File: src/rtl/pc_sequencer.sv
// ============================================================================
// pc_sequencer : multicycle program-counter controller (BOOT/FETCH/EXEC/HALTED)
// Optional taken-branch counter: define PC_SEQUENCER_BRANCH_COUNT_EN
// Revision: 1.0
// ============================================================================
`default_nettype none

module pc_sequencer #(
   parameter logic [15:0] RESET_PC = 16'h0000,
   parameter logic [15:0] PC_STEP  = 16'h0001
) (
   input  logic        clk_pi,
   input  logic        rst_n_pi,
   input  logic        stall_pi,
   input  logic        imem_ack_pi,
   input  logic        exec_done_pi,
   input  logic        is_branch_taken_pi,
   input  logic [15:0] branch_offset_pi,
   input  logic        jump_pi,
   input  logic [15:0] jump_target_pi,
   input  logic        halt_pi,
   output logic        imem_req_po,
   output logic [15:0] imem_addr_po,
   output logic [15:0] pc_po,
   output logic        instr_valid_po,
   output logic        redirect_po,
   output logic        halted_po,
   output logic [15:0] branch_taken_count_po
);

   typedef enum logic [1:0] {
      BOOT   = 2'd0,
      FETCH  = 2'd1,
      EXEC   = 2'd2,
      HALTED = 2'd3
   } state_t;

   state_t      state, state_nxt;
   logic [15:0] pc, pc_nxt;
   logic        instr_valid, instr_valid_nxt;
   logic        redirect, redirect_nxt;
   logic        fetch_req;

   always_ff @(posedge clk_pi or negedge rst_n_pi) begin
      if (!rst_n_pi) begin
         state       <= BOOT;
         pc          <= RESET_PC;
         instr_valid <= 1'b0;
         redirect    <= 1'b0;
      end else begin
         state       <= state_nxt;
         pc          <= pc_nxt;
         instr_valid <= instr_valid_nxt;
         redirect    <= redirect_nxt;
      end
   end

   always_comb begin
      state_nxt       = state;
      pc_nxt          = pc;
      instr_valid_nxt = 1'b0;
      redirect_nxt    = 1'b0;
      fetch_req       = 1'b0;
      case (state)
         BOOT: state_nxt = FETCH;
         FETCH: begin
            fetch_req = !stall_pi;
            if (fetch_req && imem_ack_pi) begin
               state_nxt       = EXEC;
               instr_valid_nxt = 1'b1;
            end
         end
         EXEC: begin
            // Priority halt > jump > taken branch > sequential
            if (exec_done_pi) begin
               if (halt_pi) begin
                  state_nxt = HALTED;
               end else begin
                  state_nxt = FETCH;
                  if (jump_pi) begin
                     pc_nxt       = jump_target_pi;
                     redirect_nxt = 1'b1;
                  end else if (is_branch_taken_pi) begin
                     pc_nxt       = pc + PC_STEP + branch_offset_pi;
                     redirect_nxt = 1'b1;
                  end else begin
                     pc_nxt = pc + PC_STEP;
                  end
               end
            end
         end
         HALTED: state_nxt = HALTED;
         default: state_nxt = BOOT;
      endcase
   end

   assign imem_req_po    = fetch_req;
   assign imem_addr_po   = pc;
   assign pc_po          = pc;
   assign instr_valid_po = instr_valid;
   assign redirect_po    = redirect;
   assign halted_po      = (state == HALTED);

`ifdef PC_SEQUENCER_BRANCH_COUNT_EN
   logic [15:0] branch_count;
   logic        branch_hit;

   assign branch_hit = (state == EXEC) && exec_done_pi && !halt_pi
                       && !jump_pi && is_branch_taken_pi;

   always_ff @(posedge clk_pi or negedge rst_n_pi) begin
      if (!rst_n_pi) begin
         branch_count <= 16'h0000;
      end else if (branch_hit && (branch_count != 16'hFFFF)) begin
         branch_count <= branch_count + 16'h0001;
      end
   end

   assign branch_taken_count_po = branch_count;
`else
   assign branch_taken_count_po = 16'h0000;
`endif

endmodule

`default_nettype wire

File: config.mk
export PLATFORM = sky130hd
export DESIGN_NAME = pc_sequencer
export DESIGN_NICKNAME = d
export VERILOG_FILES = /design/src/rtl/pc_sequencer.sv
export SDC_FILE = /design/constraint.sdc
export NUM_CORES = 1
export LEC_CHECK = 0
export CORE_AREA = 2 2 74 76
export CTS_BUF_LIST = sky130_fd_sc_hd__clkbuf_2 sky130_fd_sc_hd__clkbuf_4 sky130_fd_sc_hd__clkbuf_8
export DETAILED_ROUTE_END_ITERATION = 8
export DIE_AREA = 0 0 76 78
export GPL_TIMING_DRIVEN = 0
export PLACE_DENSITY = 0.85
export SKIP_LAST_GASP = 1
export SYNTH_ARGS = -nofsm -noshare
export SYNTH_HDL_FRONTEND = slang
export SYNTH_SLANG_ARGS = --single-unit
File: constraint.sdc
create_clock -name clk_pi -period 4.8 [get_ports clk_pi]
set_clock_uncertainty 0.05 [all_clocks]
set_input_delay 0.96 -clock clk_pi [delete_from_list [all_inputs] [get_ports clk_pi]]
set_output_delay 0.96 -clock clk_pi [all_outputs]
set_load 0.005 [all_outputs]
==> results.ini, run 1 <==
[cts]
clkTransAtPathRegs_ns=0.09
htreeDepth=1
post_cts_buffers=0
clock_latency_ns=0.27
cts_buffers=3
clockBufferDepth=2
clock_sinks=20
ctsHoldBuffers=0
cts_root_buffer=clkbuf_8
tritoncts=done
cts_resized=0

[synthesis]
synth_area_leader_cell=dfrtp_1
synth_top_area_share=0.204
synth_seq_cells=20
synth-seq-area-share=0.204
synthArstFlopShare=1.00
synthFlopType=dfrtp_1
yosysUniqueCellTypes=59
synthCells=311
synth_warnings=0
synth.area.top_cells=dfrtp_1, ha_1, buf_4, xor2_1, a21oi_1
synth.avg_cell_area_um2=7.89
synth_edf_count=0
syn-cell-area_um2=2450

[sta]
slew_headroom=0.291
slew_violations=0
final-setup-viol-count=0
holdWs_ns=0.540
max_freq_ghz=0.297
tns_ns=0
period_minus_slack_ns=3.36
rsz0062_at_grt=false
hold_violations=0
worstMarginPinSlew_ns=1.06
fin_crit_sh=0.701

[power]
internal_power_w=0.000917
clockPowerShare=0.085
leakagePower_nw=1.52
p_comb_frac=0.696
ir_drop_mv=0.262
swShare=0.441
powerDensity_nw_per_um2=482
power_frac_seq=0.219
p_switching_w=0.000723

[floorplanning]
fp-row-count=26
die_h_um=78
num_io_pins=92
coreArea_um2=5040
start_util=0.487
die_x_um=76
design.die.area_um2=5930

[final_layout]
n_fill_cell=467
final_cells=475
final_cell_area_um2=3400
num_antenna_cells=0
final_common_cell=clkdlybuf4s50_1
nets=467
area_growth_pct=38.7
drive_gt1_frac=0.111
fin_util=0.675
most-common-layout-cells=clkdlybuf4s50_1, buf_4, nor2_1, nand2_1, a21oi_1

[detailed_routing]
wire_per_inst_um=15.5
drt-vias-per-instance=5.68
via_count=2700
drtPass1Iterations=5
routed_wl_um=7380
route.detailed.drc=0
antenna_left=0
drtIter0Drc=308

[setup_path]
critPathTopFamily=compound AO/OA/AOI/OAI gates
ff2ff_path_depth=10
path_buf_inv=1
start_kind=input pin
crit_chain=clkdlybuf4s50_1 -> ha_1 -> fa_1 -> a21o_1 -> a21oi_2 -> o21ai_1 -> a41oi_1 -> a2111oi_0 -> nor3_1
reg2reg_to=imem_addr_po[14]
endpoint_kind=register
arrival_ns=3.50
worstReg2RegStart=imem_addr_po[1]
required_ns=4.94
crit_end=imem_addr_po[14]
crit_fanout=4
reg2reg_slack_ns=1.59
crit_path_max_incr_delay_ns=0.45
slowest_stage=a41oi_1
path_class=in -> reg
crit_cells=9
crit_start=branch_offset_pi[0]

[global_routing]
grt.total_usage=0.245
grt.overflow.total=0
grt_start_max_net_pins=21
grt_first_pass_wirelength_um=11900
grt_antenna_before_repair=0
grt_pass1_vias=2523

[placed_design]
io_buffers=75
post_dp_cell_area_um2=3350
dp_hpwl_um=5820
gp_congestion=0.937
place_inst=471

[flow_run]
timing.max_cap.violations=0

[worst_hold_path]
hold_class=reg -> reg

[outcome]
outcome=finished, final reports clean

-- power by group through the flow --
stage	combinational, W	sequential [W]	clock (W)
3_5_place_dp	0.00112	0.000360	0
6_report	0.00114	0.000358	0.000140
5_1_grt	0.00125	0.000372	0.000144
4_1_cts	0.00113	0.000356	0.000138
2_1_floorplan	0.000692	0.000335	0
3_3_place_gp	0.00109	0.000354	0
-- worst reg2reg max path: stages, from the launching register on --
cell and delay (ns):
dfrtp_1 0.44, ha_1 0.28, nand2_1 0.21, nor2_1 0.22, xor2_1 0.31, ha_1 0.35, o21ai_0 0.29, nand2b_1 0.14
a41oi_1 0.44, a2111oi_0 0.19, nor3_1 0.20
-- per-layer routing --
layer / GRT usage / up-vias / routed length [um]
met3: 0.0395 / 16 / 655
met2: 0.427 / 146 / 3580
met1: 0.317 / 1255 / 3020
met4: 0.0636 / 0 / 127
li1: - / 1283 / -
met5: 0 / - / 0
-- how the worst min path moves through the flow --
stage / endpoint / start / depth (start not counted) / slack, ns
final: state[1] / state[0] / 2 / 0.54
after global routing: instr_valid_po / state[1] / 1 / 0.58
after CTS: instr_valid_po / state[1] / 1 / 0.54
after detailed placement: state[1] / state[0] / 2 / 0.53
after global placement: state[1] / state[0] / 2 / 0.52
after floorplan: instr_valid_po / state[1] / 1 / 0.47
-- flip-flops by register name, summed over array words and instances, names as in the netlist --
name	count
redirect_po	1
instr_valid_po	1
state	2
imem_addr_po	16
-- per-stage QoR --
step                      total power (W)  worst slack [ns]
final                             0.00164              1.44
after global routing              0.00176              1.27
after CTS                         0.00163              1.47
after detailed placement          0.00148              1.20
after global placement            0.00145              1.27
after floorplan                   0.00103              1.93
-- final cells by class --
cell class	count	area, um^2	share of cell area
multi-input combinational	256	1700	0.500
timing repair buffer	75	751	0.221
inverter	10	37.5	0.0110
sequential	20	500	0.147
tap	70	87.6	0.0257
buffer	40	270	0.0794
clock buffer	4	55.1	0.0162
-- synthesized netlist by cell type, types with 8 or more instances --
cell,number
a21oi_1,24
buf_4,32
clkbuf_1,8
dfrtp_1,20
ha_1,20
inv_1,9
nand2_1,25
nand3_1,13
nor2_1,27
o21ai_0,11
o21ai_1,12
xnor2_1,8
xor2_1,14
-- kinds of logic (layout without fill, tap and decap cells) --
group                    Yosys count  count (layout)  synth area share
other                              1              16           0.00153
AND/OR/NAND/NOR                  100             100             0.218
XOR/XNOR                          22              22            0.0785
adder cells (fa/ha/maj)           21              21             0.110
buffers and inverters             50             129             0.125
multiplexers                       2               2           0.00816
flip-flops                        20              20             0.204
AO/OA/AOI/OAI                     95              95             0.254
(Power assumes the default switching activity.)
==> run 2, diff against run 1 <==
- CORE_AREA: 2 2 74 76 -> 2 2 77 79
- DIE_AREA: 0 0 76 78 -> 0 0 79 81
- PLACE_DENSITY: 0.85 -> 0.79
- clock period: 4.8 -> 3.3 ns (I/O delays scaled with it)
==> run 2 against run 1 <==
Cell count up 1.1%. Via count decreased by 3.2%. Highest routed layer unchanged. Critical endpoint is now imem_addr_po[15]. Worst setup slack worse by 1.2 ns. Critical path depth up 2. Clock power rose by 87%. Total power increased by 49%. Clock-buffer cell count fell by 1. Register-to-register slack lost 1.4 ns. First-iteration DRC count down 34%. Core utilization decreased by 6.6 points. Die area grew 7.9%. Final area up 1.5%.
==> results.ini, run 2 (same netlist as run 1, synthesis figures left out) <==
[detailed_routing]
drtPass1Iterations=5  ; unchanged
routed_wl_um=7000  ; -5.1%
antenna_left=0  ; unchanged
drtIter0Drc=203  ; -34%
wire_per_inst_um=14.6  ; -6.1%
route.detailed.drc=0  ; unchanged
drt-vias-per-instance=5.45  ; -4.2%
via_count=2614  ; -3.2%

[floorplanning]
coreArea_um2=5680  ; +13%
design.die.area_um2=6400  ; +7.9%
fp-row-count=28  ; +7.7%
start_util=0.432  ; -0.0543
die_h_um=81  ; +3.8%
num_io_pins=92  ; unchanged
die_x_um=79  ; +3.9%

[sta]
slew_headroom=0.337  ; +0.0457
hold_violations=0  ; unchanged
worstMarginPinSlew_ns=0.991  ; -0.0683 ns
period_minus_slack_ns=3.11
max_freq_ghz=0.321
slew_violations=0  ; unchanged
final-setup-viol-count=0  ; unchanged
rsz0062_at_grt=true
fin_crit_sh=0.944

[cts]
clock_sinks=20  ; unchanged
tritoncts=done
clock_latency_ns=0.27  ; about the same
htreeDepth=1  ; unchanged
clkTransAtPathRegs_ns=0.09  ; about the same
clockBufferDepth=2  ; unchanged
cts_buffers=3  ; unchanged
ctsHoldBuffers=0  ; unchanged
cts_root_buffer=clkbuf_8

[final_layout]
fin_util=0.608  ; -0.0665
area_growth_pct=40.7
drive_gt1_frac=0.121  ; +0.00988
final_common_cell=clkdlybuf4s50_1
largest_reg_flops=16  ; unchanged
most-common-layout-cells=clkdlybuf4s50_1, buf_4, nor2_1, nand2_1, a21oi_1
num_antenna_cells=0  ; unchanged
nets=467  ; unchanged
final_cells=480  ; +1.1%

[global_routing]
grt.total_usage=0.223  ; -0.0224
met2_usage=0.351  ; -0.0759
grt_antenna_before_repair=0  ; unchanged
grt_first_pass_wirelength_um=11400  ; -4.1%
grt.overflow.total=0  ; unchanged
grt_pass1_vias=2316  ; -8.2%
use_met1=0.321  ; +0.00361
grt_start_max_net_pins=21  ; unchanged
busiest_layer=met2
met3_usage=0.0233  ; -0.0162

[flow_run]
timing.max_cap.violations=0  ; unchanged

[power]
leakagePower_nw=1.55  ; +1.5%
ir_drop_mv=0.300  ; +14%
powerDensity_nw_per_um2=708  ; +47%

[setup_path]
path_class=reg -> reg
crit_fanout=8  ; +4
arrival_ns=3.25  ; -0.25 ns
endpoint_kind=register
start_kind=register
required_ns=3.43  ; -1.51 ns

[placed_design]
io_buffers=75  ; unchanged
place_inst=476  ; +1.1%
gp_congestion=1.00  ; +7.0%
dp_hpwl_um=5630  ; -3.2%

[outcome]
outcome=finished, final reports clean

[worst_hold_path]
hold_class=reg -> reg

-- run 2: cell count changes in the layout (fill, tap and decap cells not counted) --
cell / before / now
a41oi_2: 0 / 1
o21ai_0: 11 / 9
xnor2_2: 0 / 2
a41oi_1: 1 / 0
o21ai_1: 12 / 14
bufinv_16: 0 / 1
clkbuf_8: 4 / 3
xnor2_1: 8 / 6
nor3_2: 0 / 1
nor3_1: 7 / 6
-- run 2: worst max-delay path: stages (launching register included) --
cell and delay, ns:
dfrtp_1 0.44, ha_1 0.28, nand2_1 0.19, nor4_4 0.32
xor2_1 0.27, ha_1 0.36, a21o_1 0.24, a21oi_1 0.14
nor2_1 0.05, nor3_1 0.30, a21oi_1 0.12, o31ai_1 0.24
-- run 2: worst paths after layout --
path | slack, ns | cells past startpoint | startpoint | to
max in group asynchronous | 1.72 | 1 | rst_n_pi | imem_addr_po[12]
worst max register to register | 0.19 | 11 | imem_addr_po[1] | imem_addr_po[15]
min in group asynchronous | 0.87 | 1 | rst_n_pi | imem_addr_po[15]
worst max-delay path | 0.19 | 11 | imem_addr_po[1] | imem_addr_po[15]
worst min register to register | 0.56 | 1 | state[1] | instr_valid_po
worst min-delay path | 0.56 | 1 | state[1] | instr_valid_po
-- run 2: metrics by stage --
step           power [W]  hold WS [ns]  area, um^2  worst slack (ns)  setup TNS, ns
6_report         0.00245         0.555        3450             0.186              0
5_1_grt          0.00266         0.587        3450           -0.0164        -0.0296
4_1_cts          0.00242         0.549        3430             0.154              0
3_5_place_dp     0.00215         0.535        3350            0.0930              0
3_3_place_gp     0.00212         0.525        3350            0.0854              0
2_1_floorplan    0.00149         0.314        2510             0.649              0
-- run 2: metal layers --
layer	up-vias	routed length, um
met5	-	0
met4	0	104
met3	13	566
met2	127	3330
met1	1186	3000
li1	1288	-
-- run 2: cell type report --
type / count / area [um^2]
Fill cell: 540 / 2220
Timing Repair Buffer: 75 / 751
Inverter: 10 / 37.5
Sequential cell: 20 / 500
Clock buffer: 3 / 41.3
Clock inverter: 1 / 30.0
Buffer: 40 / 270
Tap cell: 75 / 93.8
Multi-Input combinational cell: 256 / 1730
-- run 2: power breakdown --
group | internal (W) | total [W] | leakage [nW] | switching, W
logic | 0.000900 | 0.00166 | 1.27 | 0.000765
registers | 0.000336 | 0.000520 | 0.244 | 0.000184
clock network | 0.000162 | 0.000262 | 0.0357 | 0.0000995
total | 0.00140 | 0.00245 | 1.55 | 0.00105
-- run 2: timing repair --
action                     in CTS  in global routing
gates resized for setup         0                  6
hold endpoints to repair        0                  0
setup endpoints to repair       0                  6
setup buffers                   0                  0
